[config.mk]
export PLATFORM = sky130hd
export DESIGN_NAME = pat_flow_ctl_flat
export DESIGN_NICKNAME = d
export VERILOG_FILES = /design/src/rtl/pat_flow_ctl_if.sv /design/src/rtl/pat_flow_ctl.sv /design/src/flat_wrapper.sv
export SDC_FILE = /design/constraint.sdc
export NUM_CORES = 1
export LEC_CHECK = 0
export ABC_AREA = 1
export CAP_MARGIN = 20
export CORE_MARGIN = 2
export CORE_UTILIZATION = 46
export CTS_BUF_LIST = sky130_fd_sc_hd__clkbuf_2 sky130_fd_sc_hd__clkbuf_4 sky130_fd_sc_hd__clkbuf_8
export DETAILED_ROUTE_END_ITERATION = 6
export PLACE_DENSITY = 0.78
export SLEW_MARGIN = 30
export SYNTH_ARGS = -nofsm -noshare
export SYNTH_HDL_FRONTEND = slang
export SYNTH_SLANG_ARGS = --single-unit
[constraint.sdc]
create_clock -name clk -period 4.95 [get_ports clk]
set_input_delay 1.2375 -clock clk [delete_from_list [all_inputs] [get_ports clk]]
set_output_delay 1.2375 -clock clk [all_outputs]
set_load 0.005 [all_outputs]
[src/rtl/pat_flow_ctl_if.sv]
// pat_flow_ctl_if: decoder <-> flow-controller bundle.
// master = decoder side, slave = pat_flow_ctl.
interface pat_flow_ctl_if #(
    parameter int I_ADR_WIDTH  = 10,
    parameter int OFFSET_WIDTH = 8,
    parameter int SP_WIDTH     = 4
);
    logic                    en;
    logic                    restart;
    logic [I_ADR_WIDTH-1:0]  restart_adr;
    logic                    op_bf;
    logic                    op_bb;
    logic                    op_call;
    logic                    op_return;
    logic [OFFSET_WIDTH-1:0] offset;
    logic [I_ADR_WIDTH-1:0]  call_target;
    logic [I_ADR_WIDTH-1:0]  pc;
    logic [I_ADR_WIDTH-1:0]  ret_adr;
    logic [SP_WIDTH-1:0]     sp;
    logic                    stack_empty;
    logic                    stack_full;
    logic                    err_overflow;
    logic                    err_underflow;

    modport master (
        output en, restart, restart_adr,
        output op_bf, op_bb, op_call, op_return,
        output offset, call_target,
        input  pc, ret_adr, sp,
        input  stack_empty, stack_full,
        input  err_overflow, err_underflow
    );

    modport slave (
        input  en, restart, restart_adr,
        input  op_bf, op_bb, op_call, op_return,
        input  offset, call_target,
        output pc, ret_adr, sp,
        output stack_empty, stack_full,
        output err_overflow, err_underflow
    );
endinterface

[src/rtl/pat_flow_ctl.sv]
// pat_flow_ctl: registered PC with hardware call/return stack.
// Optional macro PAT_STACK_CHECK_EN: sticky overflow/underflow detection.
module pat_flow_ctl #(
    parameter int I_ADR_WIDTH  = 10,
    parameter int OFFSET_WIDTH = 8,
    parameter int STACK_DEPTH  = 8,
    parameter int SP_WIDTH     = 4
) (
    input logic          clk,
    input logic          reset,
    pat_flow_ctl_if.slave bus
);
    localparam int IDX_W = SP_WIDTH - 1;

    logic [I_ADR_WIDTH-1:0] pc_q, pc_d;
    logic [SP_WIDTH-1:0]    sp_q, sp_d;
    logic [I_ADR_WIDTH-1:0] stack_q [STACK_DEPTH];

    logic                   push_we;
    logic [IDX_W-1:0]       push_idx;
    logic [IDX_W-1:0]       top_idx;
    logic [I_ADR_WIDTH-1:0] pc_inc;
    logic [I_ADR_WIDTH-1:0] off_ext;
    logic                   empty;
    logic                   full;

    // sp == STACK_DEPTH wraps the low bits to 0, so top_idx lands on DEPTH-1
    assign top_idx = sp_q[IDX_W-1:0] - IDX_W'(1);
    assign pc_inc  = pc_q + I_ADR_WIDTH'(1);
    assign off_ext = I_ADR_WIDTH'(bus.offset);
    assign empty   = (sp_q == '0);
    assign full    = (sp_q == SP_WIDTH'(STACK_DEPTH));

`ifdef PAT_STACK_CHECK_EN
    logic ovf_q, ovf_d;
    logic udf_q, udf_d;
`endif

    // Next-state selection: restart > hold > return > call > bb > bf > inc
    always_comb begin
        pc_d     = pc_q;
        sp_d     = sp_q;
        push_we  = 1'b0;
        push_idx = sp_q[IDX_W-1:0];
`ifdef PAT_STACK_CHECK_EN
        ovf_d    = ovf_q;
        udf_d    = udf_q;
`endif
        if (bus.restart) begin
            pc_d  = bus.restart_adr;
            sp_d  = '0;
`ifdef PAT_STACK_CHECK_EN
            ovf_d = 1'b0;
            udf_d = 1'b0;
`endif
        end else if (!bus.en) begin
            pc_d = pc_q;
        end else if (bus.op_return) begin
            if (!empty) begin
                pc_d = stack_q[top_idx];
                sp_d = sp_q - SP_WIDTH'(1);
            end else begin
`ifdef PAT_STACK_CHECK_EN
                pc_d  = pc_inc;
                udf_d = 1'b1;
`else
                pc_d = stack_q[0];
`endif
            end
        end else if (bus.op_call) begin
            if (!full) begin
                push_we = 1'b1;
                sp_d    = sp_q + SP_WIDTH'(1);
                pc_d    = bus.call_target;
            end else begin
`ifdef PAT_STACK_CHECK_EN
                pc_d  = pc_inc;
                ovf_d = 1'b1;
`else
                push_we  = 1'b1;
                push_idx = '1;
                pc_d     = bus.call_target;
`endif
            end
        end else if (bus.op_bb) begin
            pc_d = pc_q - off_ext;
        end else if (bus.op_bf) begin
            pc_d = pc_q + off_ext;
        end else begin
            pc_d = pc_inc;
        end
    end

    // PC and stack-pointer registers
    always_ff @(posedge clk or posedge reset) begin
        if (reset) begin
            pc_q <= '0;
            sp_q <= '0;
        end else begin
            pc_q <= pc_d;
            sp_q <= sp_d;
        end
    end

    // Stack storage; restart deliberately leaves contents intact
    always_ff @(posedge clk or posedge reset) begin
        if (reset) begin
            for (int i = 0; i < STACK_DEPTH; i++) begin
                stack_q[i] <= '0;
            end
        end else if (push_we) begin
            stack_q[push_idx] <= pc_inc;
        end
    end

`ifdef PAT_STACK_CHECK_EN
    // Sticky error flags, cleared only by reset or restart
    always_ff @(posedge clk or posedge reset) begin
        if (reset) begin
            ovf_q <= 1'b0;
            udf_q <= 1'b0;
        end else begin
            ovf_q <= ovf_d;
            udf_q <= udf_d;
        end
    end

    assign bus.err_overflow  = ovf_q;
    assign bus.err_underflow = udf_q;
`else
    assign bus.err_overflow  = 1'b0;
    assign bus.err_underflow = 1'b0;
`endif

    assign bus.pc          = pc_q;
    assign bus.sp          = sp_q;
    assign bus.stack_empty = empty;
    assign bus.stack_full  = full;
    assign bus.ret_adr     = empty ? '0 : stack_q[top_idx];

endmodule

[src/flat_wrapper.sv]
// flat-port wrapper written by rule: the top's interface ports become plain ports
module pat_flow_ctl_flat 
#(
    parameter int I_ADR_WIDTH  = 10,
    parameter int OFFSET_WIDTH = 8,
    parameter int STACK_DEPTH  = 8,
    parameter int SP_WIDTH     = 4
)
  (clk, reset, bus_en, bus_restart, bus_restart_adr, bus_op_bf, bus_op_bb, bus_op_call, bus_op_return, bus_offset, bus_call_target, bus_pc, bus_ret_adr, bus_sp, bus_stack_empty, bus_stack_full, bus_err_overflow, bus_err_underflow);
  pat_flow_ctl_if #(.I_ADR_WIDTH(I_ADR_WIDTH), .OFFSET_WIDTH(OFFSET_WIDTH), .SP_WIDTH(SP_WIDTH)) bus_i ();
  input logic clk;
  input logic reset;
  input wire logic [$bits(bus_i.en)-1:0] bus_en;
  input wire logic [$bits(bus_i.restart)-1:0] bus_restart;
  input wire logic [$bits(bus_i.restart_adr)-1:0] bus_restart_adr;
  input wire logic [$bits(bus_i.op_bf)-1:0] bus_op_bf;
  input wire logic [$bits(bus_i.op_bb)-1:0] bus_op_bb;
  input wire logic [$bits(bus_i.op_call)-1:0] bus_op_call;
  input wire logic [$bits(bus_i.op_return)-1:0] bus_op_return;
  input wire logic [$bits(bus_i.offset)-1:0] bus_offset;
  input wire logic [$bits(bus_i.call_target)-1:0] bus_call_target;
  output wire logic [$bits(bus_i.pc)-1:0] bus_pc;
  output wire logic [$bits(bus_i.ret_adr)-1:0] bus_ret_adr;
  output wire logic [$bits(bus_i.sp)-1:0] bus_sp;
  output wire logic [$bits(bus_i.stack_empty)-1:0] bus_stack_empty;
  output wire logic [$bits(bus_i.stack_full)-1:0] bus_stack_full;
  output wire logic [$bits(bus_i.err_overflow)-1:0] bus_err_overflow;
  output wire logic [$bits(bus_i.err_underflow)-1:0] bus_err_underflow;
  assign bus_i.en = bus_en;
  assign bus_i.restart = bus_restart;
  assign bus_i.restart_adr = bus_restart_adr;
  assign bus_i.op_bf = bus_op_bf;
  assign bus_i.op_bb = bus_op_bb;
  assign bus_i.op_call = bus_op_call;
  assign bus_i.op_return = bus_op_return;
  assign bus_i.offset = bus_offset;
  assign bus_i.call_target = bus_call_target;
  assign bus_pc = bus_i.pc;
  assign bus_ret_adr = bus_i.ret_adr;
  assign bus_sp = bus_i.sp;
  assign bus_stack_empty = bus_i.stack_empty;
  assign bus_stack_full = bus_i.stack_full;
  assign bus_err_overflow = bus_i.err_overflow;
  assign bus_err_underflow = bus_i.err_underflow;
  pat_flow_ctl #(.I_ADR_WIDTH(I_ADR_WIDTH), .OFFSET_WIDTH(OFFSET_WIDTH), .STACK_DEPTH(STACK_DEPTH), .SP_WIDTH(SP_WIDTH)) u_core (.clk(clk), .reset(reset), .bus(bus_i));
endmodule
# Word-level counts from Yosys, hierarchy flattened
# Index checks and enable logic that the tools add are counted.
# W data, S select, Z words.
dict set report totals {
  latch_bits 0
  ff_bits 94
  mem_bits_ro 0
  word_cells 58
  ramBits 0
  n_memories 0
}
dict set report classes {
  n_reduce_logical 5
  n_mul 0
  mux 29
  n_lt_le_gt_ge 3
  n_bitwise 2
  eq_ne 3
  shifts 0
  n_addsub 6
  n_div 0
}
# op n
set op_table {}
lappend op_table {{$mux W10} 11}
lappend op_table {{$bwmux W80} 1}
lappend op_table {{$bmux W10 S3} 1}
lappend op_table {{$demux W10 S3} 1}
lappend op_table {{$mux W4} 6}
lappend op_table {{$mux W3} 5}
lappend op_table {{$add A10 B1 Y10 const B} 1}
lappend op_table {{$add A10 B8 Y10} 1}
lappend op_table {{$sub A10 B8 Y10} 1}
lappend op_table {{$ge A4 B4 Y1 const B} 2}
lappend op_table {{$not A3 Y4} 2}
lappend op_table {{$ne A3 B3 Y1 const B} 2}
lappend op_table {{$add A4 B1 Y4 const B} 1}
lappend op_table {{$eq A4 B4 Y1 const B} 1}
lappend op_table {{$logic_not A4 Y1} 1}
lappend op_table {{$lt A4 B1 Y1 const B} 1}
lappend op_table {{$mux W1} 4}
lappend op_table {{$reduce_and A4 Y1} 1}
lappend op_table {{$sub A4 B1 Y4 const B} 1}
lappend op_table {{$reduce_bool A3 Y1} 1}
lappend op_table {{$sub A3 B1 Y3 const B} 1}
lappend op_table {{$reduce_bool A2 Y1} 1}
lappend op_table {{$logic_and A1 B1 Y1} 1}

# Longest topological paths before layout
dict set report depth {
  ltp_word 12
  ltp_mapped 16
}

# Least setup slack after synthesis
# Ideal clock, no wire load.
dict set report synth_timing {
  path_kind {reg2out}
  startpoint {register u_core.sp_q[0] (netlist: u_core.bus.sp[0])}
  endpoint {output bus_ret_adr[4]}
  n_path_buf 3
  path_slack_ns 1.851
  t_arrival_ns 1.862
  path_stages_with_launch 12
  t_required_ns 3.713
  cell_sequence {dfrtp_1 -> buf_4 -> inv_2 -> buf_2 -> ha_1 -> inv_1 -> clkbuf_1 -> nor2_1 -> o21ai_0 -> o21ai_0 -> o211ai_1 -> inv_1}
}
dict set report synth_between {
  elab_chain_len 6
  elab_cells_between_ends 7
  classes_between {add/sub: 1; mux: 4; bitwise: 1; reduce/logical: 1}
}
# element line_no
set synth_lines {}
lappend synth_lines {{start: declaration} pat_flow_ctl.sv:16} ;# logic [SP_WIDTH-1:0] sp_q, sp_d;
lappend synth_lines {{start signal: assignment} pat_flow_ctl.sv:101} ;# sp_q <= sp_d;
lappend synth_lines {{$sub A3 B1 Y3} pat_flow_ctl.sv:28} ;# assign top_idx = sp_q[IDX_W-1:0] - IDX_W'(1);
lappend synth_lines {{$not A3 Y4 (implied by the code)} pat_flow_ctl.sv:139} ;# assign bus.ret_adr = empty ? '0 : stack_q[top_idx];
lappend synth_lines {{$bmux W10 S3} pat_flow_ctl.sv:139}
lappend synth_lines {{$mux W10 (implied by the code) (2 in a row)} pat_flow_ctl.sv:139}
lappend synth_lines {{$mux W10 (*)} pat_flow_ctl.sv:139}
lappend synth_lines {{end: declaration} flat_wrapper.sv:23} ;# output wire logic [$bits(bus_i.ret_adr)-1:0] bus_ret_adr;
# Mark *: on every way between the ends. The rest lies on a longest branch, timed or not. The select of a mux whose other input is x is not followed.

# Worst setup path in the final report
# Ends and elaborated chain as after synthesis.

==> results.rst <==
.. list-table::
   :header-rows: 1

   * - Metric
     - Value
   * - Count of routing violations after the opening detailed-route iteration
     - 614
   * - Final cell area excluding filler cells
     - 6930 µm²
   * - Yosys top cell by area
     - dfrtp_1
   * - Router iterations before antenna repair
     - 6
   * - Post-detailed-route DRC marker count
     - 0
   * - Worst hold path endpoint
     - u_core.stack_q[11]$_DFFE_PP0P_
   * - Synth-to-Final Area Change
     - 14.0%
   * - ANT nets after route
     - 0
   * - Chip Height
     - about 120 µm
   * - Pre-CTS setup slack
     - 1.10 ns
   * - Setup tns final
     - 0 ns
   * - Final hold slack
     - 0.484 ns
   * - Number of enable flip-flop cells after synthesis
     - 0
   * - Count of fill cells added during filler insertion
     - 1,237
   * - Total of max-cap violations
     - 0
   * - Seq cells post-synth
     - 94
   * - List of cells traversed by the critical path
     - inv_2, ha_1, inv_1, o21ai_0, o21ai_0, o211ai_1, inv_1, clkdlybuf4s50_1
   * - Final cycle utilization of the critical path
     - 86.4%
   * - RSZ-0062 raised after global routing
     - false
   * - Overall power
     - 3.86 mW
   * - Number of failing hold endpoints at the final stage
     - 0
   * - Count of buffers from port buffering
     - 61
   * - Drt via density
     - 5.35
   * - Critical Path Source Type
     - flip-flop
   * - Final setup skew
     - ~0.014 ns
   * - Final cell utilization of the core
     - 54.2%
   * - Via count of the first global-routing pass
     - between 5,000 and 6,000
   * - Biggest fanout along the worst timing path
     - 31
   * - Master of the slowest instance on the critical path
     - clkdlybuf4s50_1
   * - Area post-placement
     - just under 7000 µm²
   * - Layout Nets
     - 944
   * - Clk slew on worst S/H paths
     - 0.09 ns
   * - Number of levels the H-tree was split into
     - 3
   * - Setup slack after layout
     - 0.672 ns
   * - Post-synth top area share
     - 38.7%
   * - Number of cells in the design after placement
     - around 1,000
   * - CTS Sinks
     - 94
   * - Status
     - finished, final reports clean
   * - Overall global routing resource usage
     - 23.5%
   * - Min cycle time layout
     - 4.28 ns
   * - Avg Synthesized Cell Area
     - 7.17 µm²
   * - Synthesis warning total
     - 0
   * - Routed len/inst
     - 15.2 µm
   * - Wire length of the first global-routing pass
     - 26,800 µm
   * - Synthesized netlist cell count
     - between 800 and 900
   * - Standard-cell rows
     - 41
   * - Hold path startpoint
     - u_core.stack_q[11]$_DFFE_PP0P_
   * - Portion of the post-synthesis area used by sequential elements
     - 38.7%
   * - Pin count of the biggest net entering global routing
     - 57
   * - Sort of element at the end of the critical path
     - primary output
   * - Worst slew slack as a fraction of its limit
     - 48.5%
   * - Power density over cell area
     - between 500 and 600 nW/µm²
   * - Boundary pin count
     - 64
   * - Beginning of the worst register-to-register path
     - u_core.bus.sp[0]$_DFFE_PP0P_
   * - CTS tree
     - yes
   * - Final setup fails
     - 0
   * - Grt total ovfl
     - 0
   * - LEAKAGE
     - 3.39 nW
   * - Number of antenna violations at the first check in global routing
     - 0
   * - Via count
     - about 5,700
   * - Summed instance area of the synthesized netlist
     - around 6000 µm²
   * - Number of distinct library cells after synthesis
     - 39
   * - Worst vdd ir
     - 300 µV
   * - Antenna cell count
     - 0
   * - Cell depth of the worst hold path
     - 2
   * - Total Wirelength
     - 16,100 µm
   * - Actual slew at the worst max-slew pin
     - approximately 0.77 ns
   * - Highest attainable clock frequency
     - approximately 0.23 GHz
   * - Total count of max-transition violations in the final report
     - 0
   * - Starting utilization of the core area
     - 47.6%
   * - Final standard cell count with taps included and fillers excluded
     - roughly 1,100
   * - Arrival time at the worst endpoint
     - 3.04 ns
   * - Number of cells on the worst reg-to-reg path
     - 12
   * - Detail Placement HPWL
     - 11,600 µm
   * - Maximum count of clock buffers along a single path
     - 2
   * - Clock latency at the later pin of the worst-skew pair
     - between 0.3 and 0.4 ns
   * - Most frequent cells in the layout
     - nand2_1 (234), o21ai_0 (95), dfrtp_1 (94)
   * - Die Span X
     - 119 µm
   * - Post-CTS sizing
     - 0
   * - Most common cell after layout, fill and taps aside
     - nand2_1
   * - CTS Hold Buffers Added
     - 0
   * - Delay of the slowest cell on the worst path
     - 0.49 ns
   * - Main synth FF type
     - dfrtp_1
   * - Asr flop ratio synth
     - 100%
   * - Cells taking the most area after synthesis
     - dfrtp_1 (39%), nand2_1 (14%), o21ai_0 (7.8%)
   * - Die Footprint
     - 14,100 µm²
   * - TritonCTS Buffers
     - 9
   * - Data required time at the worst endpoint
     - between 3 and 4 ns
   * - Min-delay worst type
     - flip-flop to flip-flop
   * - Clk root buf
     - clkbuf_8
   * - Routability cong.
     - roughly 0.93
   * - Total core area
     - 12,800 µm²
   * - Layout cells sized above 1
     - under 10%
   * - # Post-CTS Setup Buffers
     - 0
   * - CP Class
     - flip-flop to primary output
   * - End of the worst register-to-register path
     - u_core.bus.pc[4]$_DFFE_PP0P_
   * - Setup slack, reg-to-reg
     - 2.30 ns
-- cell usage after synthesis, types with 2 or more instances --
master	number
nand2_2	3
clkbuf_2	4
buf_2	22
o22ai_1	3
o21ai_1	24
inv_1	84
xnor2_1	2
a21oi_1	24
o221ai_1	2
and3_1	2
o21ai_2	9
nand4_1	4
clkbuf_1	9
xor2_1	12
nor2_4	4
buf_6	3
buf_4	4
fa_1	3
ha_1	20
dfrtp_1	94
o21ai_0	95
nand3_1	49
nor2_1	87
nor2_2	2
nor3_1	2
nand2_1	234
o211ai_1	24
inv_2	10
nor2_8	2
-- sequential cells by signal, summed over array words and instances (netlist names) --
name,flops
u_core.bus.sp,4
u_core.bus.pc,10
u_core.stack_q,80
-- worst max path at each step --
| stage | startpoint | end | cells after the start |
|---|---|---|---|
| after floorplan | reset | u_core.bus.pc[0]$_DFFE_PP0P_ | 1 |
| after global placement | u_core.bus.sp[0]$_DFFE_PP0P_ | bus_ret_adr[4] | 9 |
| after detailed placement | u_core.bus.sp[0]$_DFFE_PP0P_ | bus_ret_adr[4] | 8 |
| after CTS | u_core.bus.sp[0]$_DFFE_PP0P_ | bus_ret_adr[4] | 8 |
| after global routing | u_core.bus.sp[0]$_DFFE_PP0P_ | bus_ret_adr[4] | 9 |
| final | u_core.bus.sp[0]$_DFFE_PP0P_ | bus_ret_adr[4] | 8 |
-- power by group --
group	total, mW	internal [mW]	switching (mW)	leakage, nW
Clock	0.499	0.245	0.255	0.0966
Sequential	1.22	1.02	0.200	1.22
Combinational	2.14	0.862	1.28	2.08
Total	3.86	2.13	1.73	3.39
-- cells by family after synthesis --
family,synth area share [%]
compound gates,17.3
xor+xnor,2.29
fa+ha+maj,5.11
buf+inv,9.55
flops,38.7
other cells,0.0617
simple gates,27.0
-- cell type report --
cell class	instances	area [µm²]	share of cell area, %
sequential	94	2350	34.0
timing repair buffer	68	676	9.75
clock inverter	2	35.0	0.506
clock buffer	12	146	2.11
multi-input combinational	618	3150	45.4
tap	172	215	3.11
inverter	94	355	5.13
-- routing by layer --
layer	track usage (%)	vias up	wire (µm)
met5	0	-	0
met4	6.47	0	241
met3	3.78	19	1150
met2	35.8	231	7180
met1	34.7	2635	7500
li1	-	2791	-
-- worst max-delay path, delay by kind of cell, from the launching register on --
family / cells / cell delay, ns
buffers and inverters: 4 / 1.37
AOI/OAI and AO/OA: 3 / 0.49
adders and majority gates: 1 / 0.41
DFF: 1 / 0.40
(Power assumes the default switching activity.)
